[src/rtl/inst_fetch.sv]
// Instruction fetch unit: fetches a word, splits it into fields, and hands it to the datapath.
// Optional one-entry prefetch buffer is enabled by defining INST_FETCH_PREFETCH_EN.
module inst_fetch #(
  parameter logic [31:0] RESET_PC = 32'h0000_0000
) (
  input  logic        clk,
  input  logic        rst_b,
  output logic        mem_req,
  output logic [31:0] mem_addr,
  input  logic        mem_ack,
  input  logic [31:0] mem_data,
  output logic [5:0]  opcode,
  output logic [4:0]  rs_num,
  output logic [4:0]  rt_num,
  output logic [4:0]  rd_num,
  output logic [4:0]  sh_mount,
  output logic [5:0]  func,
  output logic [15:0] imm,
  output logic        inst_valid,
  input  logic        inst_ready,
  output logic [31:0] pc,
  output logic        halted
);

  typedef enum logic [1:0] {FETCH, ISSUE, HALT} state_e;

  state_e      state_q, state_d;
  logic [31:0] pc_q, pc_d;
  logic [31:0] ir_q, ir_d;
  logic        req_c;
  logic [31:0] addr_c;

`ifdef INST_FETCH_PREFETCH_EN
  logic        pf_valid_q, pf_valid_d;
  logic [31:0] pf_data_q, pf_data_d;
`endif

  function automatic logic is_syscall(input logic [31:0] w);
    return (w[31:26] == 6'd0) && (w[5:0] == 6'h0C);
  endfunction

  always_comb begin
    // NOTE: every output of this block gets a default first, so no path leaves one unassigned and no latch is inferred.
    state_d = state_q;
    pc_d    = pc_q;
    ir_d    = ir_q;
    req_c   = 1'b0;
    addr_c  = pc_q;
`ifdef INST_FETCH_PREFETCH_EN
    pf_valid_d = pf_valid_q;
    pf_data_d  = pf_data_q;
`endif
    case (state_q)
      FETCH: begin
        req_c = 1'b1;
        if (mem_ack) begin
          ir_d    = mem_data;
          state_d = is_syscall(mem_data) ? HALT : ISSUE;
        end
      end
      ISSUE: begin
`ifdef INST_FETCH_PREFETCH_EN
        if (!pf_valid_q) begin
          req_c  = 1'b1;
          addr_c = pc_q + 32'd4;
        end
        if (inst_ready) begin
          pc_d = pc_q + 32'd4;
          if (pf_valid_q) begin
            ir_d       = pf_data_q;
            pf_valid_d = 1'b0;
            state_d    = is_syscall(pf_data_q) ? HALT : ISSUE;
          end else if (mem_ack) begin
            // Prefetch ack lands on the handshake cycle: promote it straight to the IR.
            ir_d    = mem_data;
            state_d = is_syscall(mem_data) ? HALT : ISSUE;
          end else begin
            // Outstanding prefetch continues as a plain fetch at the same address.
            state_d = FETCH;
          end
        end else if (!pf_valid_q && mem_ack) begin
          pf_valid_d = 1'b1;
          pf_data_d  = mem_data;
        end
`else
        if (inst_ready) begin
          pc_d    = pc_q + 32'd4;
          state_d = FETCH;
        end
`endif
      end
      HALT:    state_d = HALT;
      default: state_d = FETCH;
    endcase
  end

  // NOTE: state registers use non-blocking assignments so every flop samples pre-edge values.
  always_ff @(posedge clk or negedge rst_b) begin
    if (!rst_b) begin
      state_q <= FETCH;
      pc_q    <= {RESET_PC[31:2], 2'b00};
      ir_q    <= '0;
`ifdef INST_FETCH_PREFETCH_EN
      pf_valid_q <= 1'b0;
`endif
    end else begin
      state_q <= state_d;
      pc_q    <= pc_d;
      ir_q    <= ir_d;
`ifdef INST_FETCH_PREFETCH_EN
      pf_valid_q <= pf_valid_d;
`endif
    end
  end

`ifdef INST_FETCH_PREFETCH_EN
  // NOTE: the buffered word is only read when pf_valid_q is set, so its payload needs no reset.
  always_ff @(posedge clk) begin
    pf_data_q <= pf_data_d;
  end
`endif

  // Reset must silence the request immediately, not just at the next edge.
  assign mem_req    = req_c & rst_b;
  assign mem_addr   = addr_c;
  assign inst_valid = (state_q == ISSUE);
  assign halted     = (state_q == HALT);
  assign pc         = pc_q;

  assign opcode   = ir_q[31:26];
  assign rs_num   = ir_q[25:21];
  assign rt_num   = ir_q[20:16];
  assign rd_num   = ir_q[15:11];
  assign sh_mount = ir_q[10:6];
  assign func     = ir_q[5:0];
  assign imm      = ir_q[15:0];

endmodule

[config.mk]
export PLATFORM = sky130hd
export DESIGN_NAME = inst_fetch
export DESIGN_NICKNAME = d
export VERILOG_FILES = /design/src/rtl/inst_fetch.sv
export SDC_FILE = /design/constraint.sdc
export NUM_CORES = 1
export LEC_CHECK = 0
export CAP_MARGIN = 0
export CORE_ASPECT_RATIO = 0.7
export CORE_UTILIZATION = 44
export DETAILED_ROUTE_END_ITERATION = 8
export PLACE_DENSITY = 0.86
export SYNTH_ARGS = -nofsm -noshare
export SYNTH_HDL_FRONTEND = slang
export SYNTH_SLANG_ARGS = --single-unit
[constraint.sdc]
create_clock -name clk -period 2.55 [get_ports clk]
set_input_delay 0.3825 -clock clk [delete_from_list [all_inputs] [get_ports clk]]
set_output_delay 0.3825 -clock clk [all_outputs]
set_load 0.03 [all_outputs]
* Word level (Yosys, flattened, before mapping)
Cells that the tools add are included.
** Storage, ports and cells
- Bits in registers :: 66
- Latch bits :: 0
- Bits in writable memories :: 0
- Memory bits (read-only) :: 0
- Input bits :: 36
- Word-level logic and storage cells :: 21
- Memories kept :: 0
** Cells by class
- $add $sub $neg :: 1
- Multipliers :: 0
- Divide/modulo/power cells :: 0
- Order comparisons :: 0
- Equal/unequal tests :: 5
- Shift operators :: 0
- Multiplexer cells :: 5
- Bitwise operators :: 1
- Reductions and logical operators :: 6
** Operator list (count)
- adder 32 x 3 -> 32 bit, second input constant :: 1
- == test 6 x 4 -> 1 bit, second input constant :: 1
- logical NOT 6 bit :: 1
- two-way mux 2 bit :: 3
- case mux 2 bit (3 select lines) :: 1
- AND reduction 2 bit :: 3
- == test 2 x 1 -> 1 bit, second input constant :: 1
- == test 2 bit, second input constant :: 1
- logical NOT 2 bit :: 1
- inequality test 2 x 1 -> 1 bit, second input constant :: 1
- inequality test 2 bit, second input constant :: 1
- bitwise AND 1 bit :: 1
- logical AND 1 bit :: 1
- two-way mux 1 bit :: 1

* Logic depth before layout (Yosys ltp)
Gate-level depths: netlist of the first run.
- Depth after elaboration :: 5
- Depth in mapped cells :: 5

* Worst setup path before layout of the first run
Ideal clock, no wire load.
- Kind :: reg2reg
- From :: register pc_q[2], in the netlist mem_addr[2]
- To :: register pc_q[24], in the netlist mem_addr[24]
- Data arrival time :: 1683 ps
- Required time :: 2416 ps
- Setup slack :: 733 ps
- Stages on the path, launching flop included :: 6
- Path buffers :: 0
- Period minus slack after synthesis :: 1817 ps
- Cells stage by stage :: dfrtp_1 -> ha_1 -> nand3_1 -> nor4_4 -> nand4_1 -> xnor2_1
** Between the ends
- Longest elaborated chain between the ends :: 1
** Ends and longest elaborated chain
- start, declared :: RTL line 28 : logic [31:0] pc_q, pc_d;
- start signal, assigned :: RTL line 101 : pc_q <= {RESET_PC[31:2], 2'b00};
- start signal, assigned :: RTL line 108 : pc_q <= pc_d;
- adder 32 x 3 -> 32 bit :: RTL line 87 : pc_d = pc_q + 32'd4;
Every way passes these cells.
A chain may end at the register's enable or synchronous reset.

* Final worst setup path of the first run
- From :: register state_q[0]
- To :: output inst_valid
** Between the ends
- Longest elaborated chain between the ends :: 1
** Ends and longest elaborated chain
- start, declared :: RTL line 27 : state_e state_q, state_d;
- start signal, assigned :: RTL line 107 : state_q <= state_d;
- == test 2 x 1 -> 1 bit :: RTL line 126 : assign inst_valid = (state_q == ISSUE);
- end, declared :: RTL line 19 : output logic inst_valid,
Every way passes these cells.

==> impl_metrics.tcl, run 1 <==
set metrics [dict create \
    status "finished, final reports clean" \
    placed_area_um2 4325 \
    cts-buffers-inserted 9 \
    cts.sinks 64 \
    r2r_cells 5 \
    port_buffers 146 \
    synth_top_area_share_pct 51.43 \
    postSynthCellCount 254 \
    syn_area_um2 3114 \
    dp_cells 445 \
    synth-edff-count 0 \
    ys_ff_latch 64 \
    nFillCells 516 \
    fin_nets 399 \
    instances_no_fill 461 \
    p_comb_share_pct 37.4 \
    synth_top_family_by_area "simple AND/OR/NAND/NOR gates" \
    setup_viol 0 \
    path_depth 2 \
    p_int_mw 2.320 \
    pwr-share-seq_pct 36.8 \
    register_area_um2 1602 \
    worst-path-buf-inv 1 \
    maxSlewViolCount 0 \
    first_pass_iters 4 \
    die-area_um2 7424 \
    relSlewSlack_pct 47.34 \
    reg2reg_from "mem_addr[2]$_DFFE_PN0P_" \
    grt_use_total_pct 19.55 \
    drive_above_1_share_pct 15.80 \
    synthToLayoutAreaGrowth_pct 45.68 \
    synth_compound_area_share_pct 0.4419 \
    ys_seq_area_share_pct 51.43 \
    cp.arrival_ns 1.92 \
    maxCapViolations 0 \
    tightest_slew_ns 0.7899 \
    postLayoutCoreUtil_pct 66.84 \
    clk_latency_ns 0.33 \
    io_pins 151 \
    post_cts_resized 0 \
    holdWs_ns 0.2804 \
    place_hpwl_um 5038 \
    start_util_pct 45.88 \
    grt_antenna_before_repair 0 \
    clockRootBuffer "clkbuf_8" \
    ant_nets 0 \
    cts.clk_slew.worst_paths_ns 0.07 \
    cts_tree "done" \
    clkPwrFrac_pct 25.8 \
    r2r_setup_slack_ns 0.74 \
    cpPeakStageDelay_ns 0.74 \
    grt_pass1_vias 2296 \
    max_freq_ghz 0.4351 \
    period_minus_slack_ns 2.299 \
    via_count 2202 \
    switching_share_pct 35.81 \
    wl_per_cell_um 14.56 \
    via_per_inst 4.777 \
    synth.distinct_cells 29 \
    endpoint_kind "output pin" \
    cts_max_level 3 \
    crit_start "state_q[0]$_DFFE_PN0P_" \
    grt_max_degree 65 \
    postSynthAreaPerCell_um2 12.26 \
    power.switching_mw 1.294 \
    grt_pass1_wl_um 10930 \
    finalClockSkew_ns 0.007294 \
    multi_input_area_um2 1120 \
    synthXorXnorAreaFrac_pct 8.156 \
    drt-total-wl_um 6710 \
    synthArstFlopShare_pct 100.0 \
    die_h_um 72.39 \
    hp-class "in -> async" \
    power.leakage_nw 1.906 \
    num_antenna_cells 0 \
    muxShareOfSynthArea_pct 11.57 \
    yosys_warnings 0 \
    start_kind "register" \
    drt_iter0_drc 86 \
    crit_slowest_cell "clkdlybuf4s50_1" \
    num_rows 25 \
    gp_congestion 0.7459 \
    core_um2 6788 \
    final_cell_area_um2 4537 \
    dieWidth_um 102.6 \
    critPathKind "reg -> out" \
    critPathTopFamily "buffers and inverters" \
    synth_adder_area_share_pct 0.4018 \
    path_cells "nor2b_1 -> clkdlybuf4s50_1" \
    path_max_fanout 7 \
    rsz0062_at_grt "no" \
    drc 0 \
    yosysTopAreaCell "dfrtp_1" \
    synthTopCellsByArea "dfrtp_1 51%, buf_4 12%, mux2_2 12%" \
    crit_required_ns 2.17 \
    setup_tns_ns 0 \
    cts_hold_buffers 0 \
    yosys.cell_count.top_type "dfrtp_1" \
    synthTopCellsByCount "64 x dfrtp_1, 50 x buf_4, 32 x mux2_2" \
    synth_ff_type "dfrtp_1" \
    synth-simple-area-share_pct 14.70 \
    fin_crit_sh_pct 90.14 \
    post-cts-setup-buffers 0 \
    cts_max_path_buffers 2 \
    hold_violations 0 \
    p_per_area_nw_per_um2 796.7 \
    ir_drop_mv 0.6033 \
    grt-ovfl-total 0 \
]
## registers in the layout, indices dropped and copies added (netlist names)
| signal | count |
|---|---|
| ir_q | 32 |
| mem_addr | 30 |
| state_q | 2 |
## final cells by class
type / instances / share of cell area [%]
clock buffer: 10 / 2.813
clock inverter: 6 / 1.848
inverter: 4 / 0.3309
multi-input combinational: 135 / 24.68
sequential: 64 / 35.30
tap: 94 / 2.592
timing repair buffer: 148 / 32.43
## placed cells by master (no fill, tap or decap), types with 2 or more instances in the layout
| cell type | n |
|---|---|
| and2_1 | 3 |
| and3_1 | 5 |
| buf_4 | 2 |
| bufinv_16 | 2 |
| clkbuf_8 | 9 |
| clkdlybuf4s50_1 | 145 |
| clkinv_2 | 3 |
| conb_1 | 4 |
| dfrtp_1 | 64 |
| inv_1 | 4 |
| mux2_2 | 32 |
| nand2_1 | 13 |
| nand3_1 | 11 |
| nand4_1 | 11 |
| nor2_1 | 7 |
| nor3_1 | 2 |
| nor4_1 | 2 |
| nor4_4 | 3 |
| nor4b_1 | 2 |
| xnor2_1 | 24 |
| xor2_1 | 5 |
## worst register-to-register path, delay by kind of cell, from the launching register on
| kind | cells | cell delay, ns |
|---|---|---|
| flops | 1 | 0.46 |
| simple gates | 3 | 0.86 |
| fa+ha+maj | 1 | 0.21 |
| xor+xnor | 1 | 0.16 |
## cells by family (layout without fill, tap and decap cells)
logic type      after synthesis  in the layout
fa+ha+maj                     1              1
compound gates                2              2
mux                          32             32
simple gates                 67             67
other cells                   1              4
flops                        64             64
buf+inv                      58            168
xor+xnor                     29             29
## power by group through the flow
| stage | registers (mW) | logic (mW) | clock network, mW |
|---|---|---|---|
| after floorplan | 1.62 | 0.567 | 0 |
| after global placement | 1.34 | 1.35 | 0 |
| after detailed placement | 1.35 | 1.36 | 0 |
| after CTS | 1.33 | 1.36 | 0.963 |
| after global routing | 1.35 | 1.41 | 1.01 |
| final | 1.33 | 1.35 | 0.933 |
## path summary, 6_finish.rpt
| kind | endpoint |
|---|---|
| min | mem_addr[30]$_DFFE_PN0P_ |
| max reg2reg | mem_addr[24]$_DFFE_PN0P_ |
| max in group asynchronous | ir_q[2]$_DFFE_PN0P_ |
| min reg2reg | mem_addr[31]$_DFFE_PN0P_ |
| min in group clk | mem_addr[31]$_DFFE_PN0P_ |
| max | inst_valid |
## routing by layer
metal  share of wire, %  vias to the layer above  GRT usage [%]
met2                 49                       94          32.44
met3                7.6                        6          6.744
met5                  0                        -              0
met4               0.89                        0          7.143
met1                 43                     1072          23.63
li1                   -                     1030              -
## metrics by stage
stage	power, mW	setup slack, ns
after CTS	3.659	0.2313
after floorplan	2.192	0.7326
final	3.614	0.2514
after detailed placement	2.706	0.3403
after global routing	3.769	0.1519
after global placement	2.684	0.3972
Note: power is estimated with default switching activity, not from simulation.
==> run 2, diff against run 1 <==
ABC_AREA = 1   (was unset)
CORE_MARGIN = 5   (was unset)
CORE_UTILIZATION = 45   (was 44)
PLACE_DENSITY = 0.85   (was 0.86)
==> run 2 against run 1 <==
  * Core utilization fell by 1.1 points
  * Clock power decreased by 4.9%
  * Sequential share of layout area down 1.9 points
  * Synthesized area up 8.4%
  * Via count increased by 27%
  * Cell count increased by 25%
  * Design area grew 5.7%
  * Highest routed layer unchanged
==> impl_metrics.tcl, run 2 <==
set metrics [dict create \
    status "finished, final reports clean" \
    num_rows 26 \
    r2r_end "mem_addr[27]$_DFFE_PN0P_" \
    drt_iter0_drc 141 \
    dieWidth_um 113.5 \
    yosys_warnings 0 \
    wl_per_cell_um 15.36 \
    clockRootBuffer "clkbuf_8" \
    path_max_fanout 4 \
    endpoint "inst_valid" \
    max_freq_ghz 0.4697 \
    final_cell_area_um2 4793 \
    die-area_um2 9361 \
    register_area_um2 1602 \
    cts-buffers-inserted 9 \
    grt_pass1_wl_um 14210 \
    ys_seq_area_share_pct 47.44 \
    drc 0 \
    die_h_um 82.47 \
    place_hpwl_um 6900 \
    gp_congestion 0.9265 \
    hp-class "in -> async" \
    synth_top_area_share_pct 47.44 \
    syn_area_um2 3376 \
    hold_violations 0 \
    postSynthAreaPerCell_um2 9.198 \
    cts.clk_slew.worst_paths_ns 0.07 \
    rsz0062_at_grt "no" \
    synthXorXnorAreaFrac_pct 4.930 \
    grt_max_degree 65 \
    finalClockSkew_ns 0.004645 \
    largest_reg_flops 32 \
    post-cts-setup-buffers 0 \
    crit_slowest_cell "clkdlybuf4s50_1" \
    largest_register "ir_q" \
    synth-simple-area-share_pct 21.57 \
    cts.sinks 64 \
    fin_nets 512 \
    multi_input_area_um2 1231 \
    crit_start "state_q[1]$_DFFE_PN0P_" \
    finalPower_mw 3.726 \
    cp.arrival_ns 1.75 \
    postLayoutCoreUtil_pct 65.78 \
    reg2reg_from "mem_addr[14]$_DFFE_PN0P_" \
    via_per_inst 4.854 \
    grt_pass1_vias 2824 \
    path_cells "inv_2 -> nand2_2 -> inv_1 -> clkdlybuf4s50_1" \
    post_cts_resized 0 \
    num_antenna_cells 0 \
    r2r_cells 7 \
    endpoint_kind "output pin" \
    synthTopCellsByArea "dfrtp_1 47%, buf_4 11%, nand2_1 8.3%" \
    r2r_setup_slack_ns 0.93 \
    setup_tns_ns 0 \
    fin_crit_sh_pct 83.49 \
    yosys.cell_count.top_type "nand2_1" \
    maxSlewViolCount 0 \
    postSynthCellCount 367 \
    synth_ff_type "dfrtp_1" \
    synthToLayoutAreaGrowth_pct 41.99 \
    cpPeakStageDelay_ns 0.68 \
    ir_drop_mv 0.7439 \
    cts_max_path_buffers 2 \
    synthTopCellsByCount "75 x nand2_1, 64 x dfrtp_1, 50 x buf_4" \
    drt-total-wl_um 8863 \
    muxShareOfSynthArea_pct 7.339 \
    cts_max_level 3 \
    cts_tree "done" \
    ant_nets 0 \
    placed_area_um2 4588 \
    first_pass_iters 4 \
    relSlewSlack_pct 46.99 \
    grt-ovfl-total 0 \
    p_per_area_nw_per_um2 777.4 \
    start_util_pct 46.33 \
    synthArstFlopShare_pct 100.0 \
    crit_required_ns 2.17 \
    ys_ff_latch 64 \
    setup_viol 0 \
    synth_adder_area_share_pct 0.3706 \
    synth-edff-count 0 \
    grt_antenna_before_repair 0 \
    power.leakage_nw 2.147 \
    period_minus_slack_ns 2.129 \
    yosysTopAreaCell "dfrtp_1" \
    synth.distinct_cells 27 \
    maxCapViolations 0 \
    clk_latency_ns 0.33 \
    via_count 2801 \
    io_pins 151 \
    port_buffers 146 \
    cts_hold_buffers 0 \
    synth_compound_area_share_pct 1.816 \
    grt_use_total_pct 19.39 \
    nFillCells 582 \
    synth_top_family_by_area "simple AND/OR/NAND/NOR gates" \
    final_common_cell "clkdlybuf4s50_1" \
    start_kind "register" \
    layout_common_cells "145 x clkdlybuf4s50_1, 75 x nand2_1, 64 x dfrtp_1" \
    core_um2 7287 \
    tightest_slew_ns 0.7952 \
    critPathKind "reg -> out" \
    drive_above_1_share_pct 11.06 \
]
run 2: worst min path at each step:
stage                    startpoint  slack [ns]  depth (start not counted)                  endpoint
2_1_floorplan                 rst_b        0.09                          0       ir_q[0]$_DFFE_PN0P_
3_3_place_gp   ir_q[31]$_DFFE_PN0P_        0.47                          2      ir_q[31]$_DFFE_PN0P_
3_5_place_dp   ir_q[31]$_DFFE_PN0P_        0.47                          2      ir_q[31]$_DFFE_PN0P_
4_1_cts                       rst_b        0.32                          2      ir_q[17]$_DFFE_PN0P_
5_1_grt                       rst_b        0.36                          2  mem_addr[29]$_DFFE_PN0P_
6_report                      rst_b        0.27                          2  mem_addr[28]$_DFFE_PN0P_
run 2: cell families after synthesis:
| logic type | count (synthesis) |
|---|---|
| AOI/OAI and AO/OA | 12 |
| DFF | 64 |
| muxes | 22 |
| and+or+nand+nor | 151 |
| adders and majority gates | 1 |
| other | 1 |
| buffers and inverters | 97 |
| xor gates and xnor gates | 19 |
run 2: layer usage:
| metal | GRT usage [%] | routed length [µm] | share of wire (%) |
|---|---|---|---|
| met4 | 5.642 | 85 | 0.96 |
| met5 | 0 | 0 | 0 |
| met2 | 32.84 | 4328 | 49 |
| met3 | 5.025 | 682 | 7.7 |
| met1 | 24.80 | 3767 | 43 |
run 2: area by class of cell:
cell class	instances	area share, %
inverter	43	3.367
sequential	64	33.41
tap	98	2.558
multi-input combinational	209	25.69
timing repair buffer	148	30.70
clock buffer	12	3.446
clock inverter	3	0.8353
run 2: stage by stage:
step / hold slack [ns] / setup WS (ns) / std cells
global placement: 0.4712 / 0.7348 / 562
finish: 0.2665 / 0.4211 / 577
detailed placement: 0.4743 / 0.6885 / 562
global route: 0.3550 / 0.3346 / 577
floorplan: 0.08691 / 0.9118 / 370
CTS: 0.3190 / 0.3973 / 577
run 2: critical path, delay by kind of cell, from the launching register on:
kind	cells	cell delay [ns]
buffers and inverters	3	0.89
AND/OR/NAND/NOR	1	0.11
flip-flops	1	0.42
run 2: power by group:
part | total [mW] | switching (mW) | internal (mW)
Clock | 0.887 | 0.364 | 0.523
Sequential | 1.34 | 0.150 | 1.19
Combinational | 1.50 | 0.860 | 0.639
==> run 3, diff against run 2 <==
CORE_UTILIZATION = 38   (was 45)
PLACE_DENSITY = 0.77   (was 0.85)
clock period = 1.94 ns   (was 2.55 ns; I/O delays follow)
==> run 3 against run 2 <==
  * Combinational power increased by 32%
  * Count of clock-buffer cells in the layout is 1 lower
  * Non-clock buffer count rose by 1
  * Core utilization down 7.4 points
  * Highest routed layer unchanged
==> impl_metrics.tcl, run 3 (synthesis results as in run 2) <==
set metrics [dict create \
    status "finished, final reports clean" \
    num_rows 28 \
    cts.sinks 64 \
    start_kind "register" \
    worst-path-buf-inv 1 \
    fin_nets 513 \
    die-area_um2 10900 \
    hold_violations 0 \
    grt_use_total_pct 16.83 \
    cp.arrival_ns 1.55 \
    path_cells "clkdlybuf4s50_1" \
    clk_latency_ns 0.32 \
    fin_crit_sh_pct 94.86 \
    path_max_fanout 6 \
    dieWidth_um 122.7 \
    setup_tns_ns 0 \
    p_per_area_nw_per_um2 1125 \
    post-cts-setup-buffers 0 \
    nFillCells 773 \
    start_util_pct 39.49 \
    critPathKind "reg -> out" \
    grt_pass1_vias 2874 \
    ant_nets 0 \
    cpPeakStageDelay_ns 0.74 \
    dp_cells 585 \
    tightest_slew_ns 0.8220 \
    cts-buffers-inserted 9 \
    cts.clk_slew.worst_paths_ns 0.06 \
    register_area_um2 1602 \
    period_minus_slack_ns 1.840 \
    rsz0062_at_grt "no" \
    maxSlewViolCount 0 \
    max_freq_ghz 0.5434 \
    place_hpwl_um 6940 \
    via_count 2731 \
    drive_above_1_share_pct 11.64 \
    ir_drop_mv 0.7918 \
    cts_max_level 3 \
    finalClockSkew_ns 0.008094 \
    cts_hold_buffers 0 \
    cts_tree "done" \
    drt-total-wl_um 8893 \
    cts_max_path_buffers 2 \
    core_um2 8548 \
    largest_register "ir_q" \
    synthToLayoutAreaGrowth_pct 47.81 \
    drc 0 \
    first_pass_iters 4 \
    grt_max_degree 65 \
    endpoint_kind "output pin" \
    setup_viol 0 \
    grt_pass1_wl_um 14320 \
    wl_per_cell_um 14.80 \
    power.leakage_nw 2.243 \
    crit_required_ns 1.65 \
    maxCapViolations 0 \
    layout_common_cells "142 x clkdlybuf4s50_1, 75 x nand2_1, 64 x dfrtp_1" \
    hp-class "in -> async" \
    via_per_inst 4.544 \
    largest_reg_flops 32 \
    grt_antenna_before_repair 0 \
    multi_input_area_um2 1231 \
    crit_slowest_cell "clkdlybuf4s50_1" \
    grt-ovfl-total 0 \
    drt_iter0_drc 184 \
    io_pins 151 \
    instances_no_fill 601 \
    gp_congestion 0.9123 \
    relSlewSlack_pct 45.20 \
    die_h_um 88.86 \
    num_antenna_cells 0 \
    critPathTopFamily "buffers and inverters" \
    port_buffers 146 \
    final_common_cell "clkdlybuf4s50_1" \
    clockRootBuffer "clkbuf_16" \
]
-- run 3: changes by cell type in the layout (fill, tap and decap cells not counted) --
cell,before,now
clkinv_2,2,1
clkbuf_8,12,2
dlymetal6s2s_1,0,1
buf_4,2,3
clkbuf_16,0,9
buf_12,0,1
clkinvlp_4,0,1
bufinv_16,1,3
dlygate4sd2_1,0,1
clkdlybuf4s50_1,145,142
-- run 3: power by group --
part           switching [mW]  internal [mW]  total, mW
clock                   0.547           1.32       1.87
combinational            1.13          0.846       1.98
sequential              0.197           1.57       1.76
total                    1.88           3.73       5.61
-- run 3: worst paths after layout --
kind,from,endpoint,slack (ns),cells after the start
max in group asynchronous,rst_b,mem_addr[7]$_DFFE_PN0P_,1.18,2
worst max-delay path,mem_addr[23]$_DFFE_PN0P_,pc[23],0.1,1
worst min-delay path,rst_b,ir_q[19]$_DFFE_PN0P_,0.20,2
worst max register to register,mem_addr[3]$_DFFE_PN0P_,mem_addr[24]$_DFFE_PN0P_,0.29,8
worst min register to register,ir_q[26]$_DFFE_PN0P_,ir_q[26]$_DFFE_PN0P_,0.49,2
min in group clk,ir_q[26]$_DFFE_PN0P_,ir_q[26]$_DFFE_PN0P_,0.49,2
-- run 3: cell type report --
type | instances | area share, %
clock buffer | 11 | 5.065
timing repair buffer | 149 | 29.86
sequential | 64 | 32.10
inverter | 43 | 3.235
multi-input combinational | 209 | 24.67
tap | 120 | 3.009
clock inverter | 5 | 2.056
-- run 3: worst register-to-register path, delay by kind of cell (launching register included) --
kind | cells | cell delay, ns
adders and majority gates | 1 | 0.20
DFF | 1 | 0.43
and+or+nand+nor | 7 | 0.91
-- run 3: timing repair --
item	CTS	global route
endpoints found under the setup margin	1	1
pin swaps	0	0
resized for setup	1	1
-- run 3: through the flow --
| stage | hold slack (ns) | instance area, µm² | setup WS [ns] | power, mW | util (%) |
|---|---|---|---|---|---|
| 6_report | 0.1956 | 4990 | 0.09980 | 5.612 | 58.37 |
| 5_1_grt | 0.2977 | 4990 | 0.05285 | 5.865 | 58.37 |
| 4_1_cts | 0.2508 | 4987 | 0.03059 | 5.685 | 58.34 |
| 3_5_place_dp | 0.4776 | 4633 | 0.1801 | 3.782 | 54.20 |
| 3_3_place_gp | 0.4709 | 4633 | 0.2215 | 3.747 | 54.20 |
| 2_1_floorplan | -0.004591 | 3387 | 0.3018 | 3.013 | - |
-- run 3: layer usage --
metal | vias to the layer above | routed length (µm) | track usage (%)
li1 | 1328 | - | -
met1 | 1274 | 3813 | 21.49
met2 | 121 | 4199 | 27.92
met3 | 8 | 805 | 4.984
met4 | 0 | 76 | 4.980
met5 | - | 0 | 0
